File: config.mk
export PLATFORM = sky130hd
export DESIGN_NAME = alu_seq
export DESIGN_NICKNAME = d
export VERILOG_FILES = /design/src/rtl/alu_seq.sv
export SDC_FILE = /design/constraint.sdc
export NUM_CORES = 1
export LEC_CHECK = 0
export CAP_MARGIN = 20
export CORE_ASPECT_RATIO = 0.8
export CORE_UTILIZATION = 50
export DETAILED_ROUTE_END_ITERATION = 10
export GPL_TIMING_DRIVEN = 0
export HOLD_SLACK_MARGIN = 0.05
export PLACE_DENSITY_LB_ADDON = 0.25
export SLEW_MARGIN = 20
export SYNTH_ARGS = -nofsm -noshare
export SYNTH_HDL_FRONTEND = slang
export SYNTH_SLANG_ARGS = --single-unit
File: constraint.sdc
create_clock -name clk_i -period 2.5 [get_ports clk_i]
set_clock_uncertainty 0.05 [all_clocks]
set_input_delay 0.75 -clock clk_i [delete_from_list [all_inputs] [get_ports clk_i]]
set_output_delay 0.75 -clock clk_i [all_outputs]
set_load 0.05 [all_outputs]
File: src/rtl/alu_seq.sv
// alu_seq: multi-cycle ALU with start/busy/done handshake.
// Forward, add, and, or, sub, iterative shifts (SLL/ASR, one bit per step) and,
// when the ALU_MUL_EN macro is defined, an iterative unsigned shift-add multiplier.
// Without ALU_MUL_EN, opcode 111 finishes in one step and flags ERR.
// Result and flags are registered together and held between DONE pulses.
module alu_seq #(
  parameter int WIDTH = 8
) (
  input  logic             clk_i,
  input  logic             rst_i,
  input  logic             start_i,
  input  logic [2:0]       select_i,
  input  logic [WIDTH-1:0] data1_i,
  input  logic [WIDTH-1:0] data2_i,
  output logic [WIDTH-1:0] result_o,
  output logic [WIDTH-1:0] result_hi_o,
  output logic             zero_o,
  output logic             carry_o,
  output logic             err_o,
  output logic             busy_o,
  output logic             done_o
);

  localparam int SHW = $clog2(WIDTH);
  localparam int CW  = SHW + 1;

  localparam logic [2:0] OP_FWD = 3'b000;
  localparam logic [2:0] OP_ADD = 3'b001;
  localparam logic [2:0] OP_AND = 3'b010;
  localparam logic [2:0] OP_OR  = 3'b011;
  localparam logic [2:0] OP_SUB = 3'b100;
  localparam logic [2:0] OP_SLL = 3'b101;
  localparam logic [2:0] OP_ASR = 3'b110;

  typedef enum logic {S_IDLE, S_EXEC} state_t;

  state_t                state_q;
  logic [2:0]            op_q;
  logic [WIDTH-1:0]      a_q, a_d;
  logic [WIDTH-1:0]      b_q, b_d;
  logic [CW-1:0]         cnt_q;
  logic                  sh_cy_q, sh_cy_d;
  logic                  shamt_nz;
  logic signed [WIDTH-1:0] a_s;
  logic [WIDTH:0]        sum_add;
  logic [WIDTH-1:0]      res_d, hi_res_d;
  logic                  cy_d, err_d;
`ifdef ALU_MUL_EN
  logic [WIDTH-1:0]      hi_q, hi_d;
  logic [WIDTH:0]        mul_sum;
`endif

  // Number of EXEC steps for an opcode; shifts take max(amount,1) steps.
  function automatic logic [CW-1:0] step_count(input logic [2:0] op,
                                               input logic [SHW-1:0] amt);
    logic [CW-1:0] n;
    n = CW'(1);
    if ((op == OP_SLL || op == OP_ASR) && amt != '0) n = CW'(amt);
`ifdef ALU_MUL_EN
    if (op == 3'b111) n = CW'(WIDTH);
`endif
    return n;
  endfunction

  assign a_s = a_q;

  // One datapath step plus the value to commit if this is the last step.
  always_comb begin
    a_d      = a_q;
    b_d      = b_q;
    sh_cy_d  = sh_cy_q;
    res_d    = '0;
    hi_res_d = '0;
    cy_d     = 1'b0;
    err_d    = 1'b0;
    shamt_nz = (b_q[SHW-1:0] != '0);
    sum_add  = {1'b0, a_q} + {1'b0, b_q};
`ifdef ALU_MUL_EN
    hi_d     = hi_q;
    mul_sum  = {1'b0, hi_q} + (b_q[0] ? {1'b0, a_q} : '0);
`endif
    case (op_q)
      OP_FWD: res_d = b_q;
      OP_ADD: begin
        res_d = sum_add[WIDTH-1:0];
        cy_d  = sum_add[WIDTH];
      end
      OP_AND: res_d = a_q & b_q;
      OP_OR:  res_d = a_q | b_q;
      OP_SUB: begin
        res_d = a_q - b_q;
        cy_d  = (a_q >= b_q);
      end
      OP_SLL: begin
        if (shamt_nz) begin
          a_d     = {a_q[WIDTH-2:0], 1'b0};
          sh_cy_d = a_q[WIDTH-1];
        end
        res_d = a_d;
        cy_d  = sh_cy_d;
      end
      OP_ASR: begin
        if (shamt_nz) begin
          a_d     = a_s >>> 1;
          sh_cy_d = a_q[0];
        end
        res_d = a_d;
        cy_d  = sh_cy_d;
      end
      default: begin
`ifdef ALU_MUL_EN
        // Product accumulates in hi_q while the multiplier shifts out of b_q.
        hi_d     = mul_sum[WIDTH:1];
        b_d      = {mul_sum[0], b_q[WIDTH-1:1]};
        res_d    = b_d;
        hi_res_d = hi_d;
        cy_d     = |hi_d;
`else
        err_d    = 1'b1;
`endif
      end
    endcase
  end

  // Control FSM with operand capture, stepping and registered result/flags.
  always_ff @(posedge clk_i or posedge rst_i) begin
    if (rst_i) begin
      state_q     <= S_IDLE;
      op_q        <= '0;
      a_q         <= '0;
      b_q         <= '0;
      cnt_q       <= '0;
      sh_cy_q     <= 1'b0;
`ifdef ALU_MUL_EN
      hi_q        <= '0;
`endif
      result_o    <= '0;
      result_hi_o <= '0;
      zero_o      <= 1'b0;
      carry_o     <= 1'b0;
      err_o       <= 1'b0;
      busy_o      <= 1'b0;
      done_o      <= 1'b0;
    end else begin
      done_o <= 1'b0;
      case (state_q)
        S_IDLE: begin
          if (start_i) begin
            op_q    <= select_i;
            a_q     <= data1_i;
            b_q     <= data2_i;
            sh_cy_q <= 1'b0;
`ifdef ALU_MUL_EN
            hi_q    <= '0;
`endif
            cnt_q   <= step_count(select_i, data2_i[SHW-1:0]);
            busy_o  <= 1'b1;
            state_q <= S_EXEC;
          end
        end
        S_EXEC: begin
          a_q     <= a_d;
          b_q     <= b_d;
          sh_cy_q <= sh_cy_d;
`ifdef ALU_MUL_EN
          hi_q    <= hi_d;
`endif
          cnt_q   <= cnt_q - CW'(1);
          if (cnt_q == CW'(1)) begin
            result_o    <= res_d;
            result_hi_o <= hi_res_d;
            zero_o      <= (res_d == '0);
            carry_o     <= cy_d;
            err_o       <= err_d;
            busy_o      <= 1'b0;
            done_o      <= 1'b1;
            state_q     <= S_IDLE;
          end
        end
        default: state_q <= S_IDLE;
      endcase
    end
  end

endmodule

==> results of run 1 <==
-- critical path, delay by kind of cell, from the launching register on --
kind / cells / cell delay, ns
simple gates: 3 / 0.90
fa+ha+maj: 2 / 0.56
flops: 1 / 0.47
compound gates: 3 / 0.47
xor+xnor: 1 / 0.15
buf+inv: 1 / 0.07
-- layout by cell type (no fill, tap or decap), types with 4 or more instances in the layout --
cell | Yosys | routed
dfrtp_2 | 0 | 9
clkbuf_8 | 0 | 6
inv_1 | 29 | 25
o211ai_1 | 5 | 5
inv_2 | 1 | 4
a21oi_1 | 25 | 19
clkbuf_1 | 13 | 8
nor2b_1 | 4 | 4
nand2_1 | 37 | 37
o22a_1 | 7 | 7
nor3_1 | 6 | 4
ha_1 | 26 | 21
buf_4 | 8 | 24
a21oi_2 | 0 | 6
nand2b_1 | 4 | 4
nor2_1 | 43 | 43
o22ai_1 | 5 | 4
conb_1 | 1 | 8
clkdlybuf4s50_1 | 0 | 34
a31oi_1 | 9 | 9
buf_2 | 4 | 5
o21ai_0 | 20 | 20
clkbuf_2 | 0 | 4
mux2i_1 | 9 | 9
a22oi_1 | 12 | 12
dfrtp_1 | 38 | 29
o21ai_1 | 6 | 6
-- Yosys cell counts (3+ instances only) --
cell	count	area share
a211oi_1	3	0.0072
a21oi_1	25	0.040
a22oi_1	12	0.029
a2bb2oi_1	3	0.0084
a31oi_1	9	0.018
buf_2	4	0.0064
buf_4	8	0.019
clkbuf_1	13	0.016
dfrtp_1	38	0.30
ha_1	26	0.10
inv_1	29	0.035
mux2i_1	9	0.029
nand2_1	37	0.044
nand2b_1	4	0.0080
nand3_1	3	0.0048
nor2_1	43	0.052
nor2b_1	4	0.0080
nor3_1	6	0.0096
o211ai_1	5	0.012
o21a_1	3	0.0072
o21ai_0	20	0.032
o21ai_1	6	0.0096
o21bai_1	3	0.0072
o22a_1	7	0.020
o22ai_1	5	0.010
o31ai_1	3	0.0072
xnor2_1	4	0.011
-- cell families (layout without fill, tap and decap cells) --
kind of cell,count (synthesis),after routing,share of synthesized area
AOI/OAI and AO/OA,126,126,0.274
xor gates and xnor gates,6,6,0.0168
adders and majority gates,28,28,0.117
buffers and inverters,59,118,0.0868
DFF,38,38,0.304
muxes,10,10,0.0324
other,1,8,0.00120
and+or+nand+nor,114,114,0.168
-- sequential cells by signal (all words and copies together), names as in the netlist --
name / flops
a_q: 8
b_d: 8
result_o: 8
cnt_q: 4
op_q: 3
busy_o: 1
carry_o: 1
done_o: 1
err_o: 1
sh_cy_q: 1
state_q: 1
zero_o: 1
-- area by class of cell --
class / instances / area, um2 / area share
multi-input combinational: 292 / 2050 / 0.515
sequential: 38 / 962 / 0.242
timing repair buffer: 53 / 498 / 0.125
buffer: 27 / 155 / 0.0390
inverter: 30 / 115 / 0.0290
tap: 81 / 101 / 0.0255
clock buffer: 6 / 82.6 / 0.0208
clock inverter: 2 / 12.5 / 0.00315
-- power breakdown --
| part | internal [mW] | total (mW) | switching, mW | leakage, nW |
|---|---|---|---|---|
| combinational | 1.86 | 4.59 | 2.73 | 1.25 |
| clock | 0.222 | 0.452 | 0.230 | 0.0472 |
| sequential | 0.912 | 1.23 | 0.318 | 0.449 |
| total | 3.00 | 6.27 | 3.28 | 1.75 |
-- what timing repair did --
action                                  in CTS  in global routing
pin swaps                                    2                  4
buffers inserted                            11                 10
endpoints found under the setup margin       7                 15
gates resized for setup                     12                 29
-- routing by layer --
metal / GRT usage / share of wire / up-vias
li1: - / - / 1481
met1: 0.405 / 0.46 / 1483
met2: 0.442 / 0.44 / 161
met3: 0.0438 / 0.075 / 23
met4: 0.113 / 0.023 / 0
met5: 0 / 0 / -
-- how the worst min path moves through the flow --
stage / start / to / cells after the start / slack [ns]
after global routing: result_o[5] / result_o[5] / 2 / 0.46
after CTS: result_o[1] / result_o[1] / 2 / 0.43
final: result_o[1] / result_o[1] / 2 / 0.43
after floorplan: cnt_q[3] / cnt_q[3] / 2 / 0.43
after global placement: result_o[1] / result_o[1] / 2 / 0.41
after detailed placement: result_o[1] / result_o[1] / 2 / 0.41
-- through the flow --
stage / instance area [um2] / hold WS [ns] / setup TNS (ns)
after floorplan: 3160 / 0.427 / 0
after global placement: 3600 / 0.409 / -4.77
after detailed placement: 3630 / 0.413 / -4.35
after CTS: 3840 / 0.432 / -0.283
after global routing: 3980 / 0.464 / -0.276
final: 3980 / 0.429 / -0.233
==> impl_metrics.tcl, run 1 <==
set metrics [dict create \
    cts_sinks 38 \
    status "finished with violations" \
    antenna_left 0 \
    nNetsFinal 497 \
    path_clk_slew_ns 0.08 \
    numCtsBuffers 5 \
    yosysSeqAreaShare 0.304 \
    r2r-end "zero_o" \
    rows 25 \
    peakVddDrop_v 0.000743 \
    place_congestion 0.929 \
    wire_per_inst_um 17.6 \
    grt_max_degree 23 \
    yosys_warnings 0 \
    grtUsageTotal 0.286 \
    timing.max_cap.violations 0 \
    antenna_found_initial 0 \
    critPathMaxFanout 4 \
    grt_pass1_vias 2818 \
    path_cells "inv_4, ha_4, fa_2, xnor2_2, o22ai_2, a221oi_2, nand2_1, or4_4, and4bb_1, a32o_1" \
    finalPower_mw 6.27 \
    endpoint "zero_o" \
    dp_slack_ns -0.544 \
    fp.dieW_um 90.4 \
    overflow 0 \
    cts_hold_buf 0 \
    synthCells 382 \
    cp-end-kind "flop" \
    synth_seq_cells 38 \
    path_class "flop to flop" \
    grt_pass1_wl_um 14600 \
    setup_viol 1 \
    p_per_area_nw_per_um2 1580 \
    syn_area_um2 3130 \
    synthArstFlopShare 1.00 \
    start_util 0.523 \
    drive_gt1_frac 0.185 \
    drt_iter0_drc 327 \
    port_buffers 34 \
    ys.flop_type "dfrtp_1" \
    clockBufferDepth 2 \
    yosysUniqueCellTypes 63 \
    drc_errors 0 \
    setup_slack_ns -0.233 \
    post-route-util 0.665 \
    slew_violations 0 \
    root_buffer "clkbuf_8" \
    slew-limit-headroom 0.543 \
    fp.dieH_um 72.7 \
    tritoncts "yes" \
    viasPerCell 5.95 \
    reg2regPathDepth 10 \
    min_period_over_period 1.09 \
    diodes 0 \
    cts.htree.levels 2 \
    dp.cells 505 \
    hold_viol 0 \
    r2r_start "a_q[0]" \
    insertion_delay_ns 0.30 \
    synth_edf_count 0 \
    instances_no_fill 529 \
    arrival_ns 2.91 \
    startpoint "a_q[0]" \
    crit_slowest_cell "or4_4" \
    wl_um 9320 \
    violations "negative setup slack" \
    max_slew.worst_pin.slew_ns 0.686 \
    cp-start-kind "flop" \
    area_delta_synth_final_pct 27.1 \
    r2r_slack_ns -0.23 \
    required_ns 2.68 \
    clock.fmax_mhz 366 \
    die-area_um2 6580 \
    fillers 517 \
    slowest_delay_ns 0.51 \
    syn_area_per_cell_um2 8.19 \
    vias 3148 \
    hold_class "flop to flop" \
    io_pins 43 \
    placeableCoreArea_um2 5970 \
    min_period_ns 2.73 \
    rsz0062_at_grt "yes" \
    first_pass_iters 5 \
    power_leakage_nw 1.75 \
    place_hpwl_um 6590 \
]
Power figures use the tool's default switching activity.
==> run 2: changes to the inputs <==
- CORE_UTILIZATION: 50 -> 52
- CTS_BUF_LIST: default -> sky130_fd_sc_hd__clkbuf_2
==> run 2 against run 1 <==
The flow still finishes with violations (negative setup slack). Sequential power about the same. Die area is 3.8% lower. Sequential share of layout area up 0.41 points. Count of clock-buffer cells in the layout shrank 1. Via count is 0.19% higher. Non-clock buffer count grew 1. Critical path depth shrank 1. Power decreased by 2.3%. Wire length barely moved. Largest power group unchanged.
==> impl_metrics.tcl, run 2 (synthesis results as in run 1) <==
set metrics [dict create \
    vias 3154 \
    slew-limit-headroom 0.428 \
    drive_gt1_frac 0.169 \
    area_delta_synth_final_pct 24.8 \
    first_pass_iters 5 \
    antenna_left 0 \
    hold_viol 0 \
    hold_class "input pin to asynchronous set/reset pin" \
    cp-start-kind "flop" \
    fp.dieH_um 71.4 \
    power_leakage_nw 1.74 \
    grt_pass1_wl_um 14800 \
    port_buffers 34 \
    cp-end-kind "flop" \
    setup_viol 3 \
    diodes 0 \
    dp.cells 502 \
    placeableCoreArea_um2 5620 \
    peakVddDrop_v 0.000825 \
    numCtsBuffers 5 \
    die-area_um2 6330 \
    start_util 0.557 \
    status "finished with violations" \
    wire_per_inst_um 17.7 \
    rows 24 \
    cts.htree.levels 2 \
    required_ns 2.81 \
    final_common_cell "nor2_1" \
    insertion_delay_ns 0.40 \
    path_clk_slew_ns 0.21 \
    path_class "flop to flop" \
    slew_violations 0 \
    violations "negative setup slack" \
    fp.dieW_um 88.7 \
    place_congestion 0.954 \
    overflow 0 \
    antenna_found_initial 0 \
    io_pins 43 \
    root_buffer "clkbuf_2" \
    p_per_area_nw_per_um2 1570 \
    rsz0062_at_grt "yes" \
    drt_iter0_drc 276 \
    timing.max_cap.violations 0 \
    dp_slack_ns -0.519 \
    most-common-layout-cells "nor2_1 (43), nand2_1 (37), clkdlybuf4s50_1 (34)" \
    setup_slack_ns -0.236 \
    tritoncts "yes" \
    cts_sinks 38 \
    critPathMaxFanout 7 \
    finalPower_mw 6.13 \
    instances_no_fill 527 \
    cts_hold_buf 0 \
    clockBufferDepth 2 \
    wl_um 9320 \
    grt_max_degree 35 \
    post-route-util 0.695 \
    arrival_ns 3.04 \
    max_slew.worst_pin.slew_ns 0.851 \
    place_hpwl_um 6600 \
    clock.fmax_mhz 365 \
    viasPerCell 5.98 \
    drc_errors 0 \
    grt_pass1_vias 2841 \
    min_period_ns 2.74 \
    grtUsageTotal 0.309 \
    min_period_over_period 1.09 \
    holdWs_ns 0.455 \
    nNetsFinal 498 \
]
[run 2: stage by stage]
stage,TNS [ns],area (um2)
2_1_floorplan,0,3160
3_3_place_gp,-3.94,3600
3_5_place_dp,-4.48,3620
4_1_cts,-0.273,3820
5_1_grt,-0.701,3900
6_report,-0.371,3900
[run 2: power by group]
part           total, mW  leakage, nW  switching [mW]  internal [mW]
logic               4.64         1.27            2.79           1.85
registers           1.21        0.451           0.300          0.906
clock network      0.285       0.0264           0.221         0.0638
total               6.13         1.74            3.31           2.82
[run 2: cell type report]
| cell class | instances | area (um2) |
|---|---|---|
| Timing Repair Buffer | 53 | 512 |
| Clock buffer | 5 | 25.0 |
| Multi-Input combinational cell | 292 | 2020 |
| Sequential cell | 38 | 961 |
| Inverter | 30 | 115 |
| Tap cell | 78 | 97.6 |
| Clock inverter | 3 | 16.3 |
| Fill cell | 478 | 1710 |
| Buffer | 28 | 160 |
[run 2: repair_timing]
item	in CTS	in global routing
resized for setup	25	10
setup endpoints to repair	6	16
buffers inserted	11	8
pin swaps	9	7
[run 2: final timing paths]
| kind | slack (ns) | from | end | cells after the start |
|---|---|---|---|---|
| worst max-delay path | -0.24 | a_q[1] | zero_o | 9 |
| worst min-delay path | 0.45 | rst_i | done_o | 2 |
| min in group clk_i | 0.46 | result_o[1] | result_o[1] | 2 |
| worst max register to register | -0.24 | a_q[1] | zero_o | 9 |
| worst min register to register | 0.46 | result_o[1] | result_o[1] | 2 |
| max in group asynchronous | 1.54 | rst_i | a_q[0] | 3 |
[run 2: metal layers]
layer	up-vias	global-route usage	routed length, um
met4	0	0.0627	112
met1	1484	0.454	4200
li1	1478	-	-
met2	179	0.477	4200
met5	-	0	0
met3	13	0.0530	808
[run 2: worst max-delay path: stages (launching register included)]
cell      delay (ns)
dfrtp_2         0.50
inv_1           0.14
fa_2            0.44
xnor2_2         0.22
o22ai_2         0.11
a221oi_2        0.23
nand2_1         0.12
or4_1           0.48
and4bb_1        0.26
a32o_1          0.14
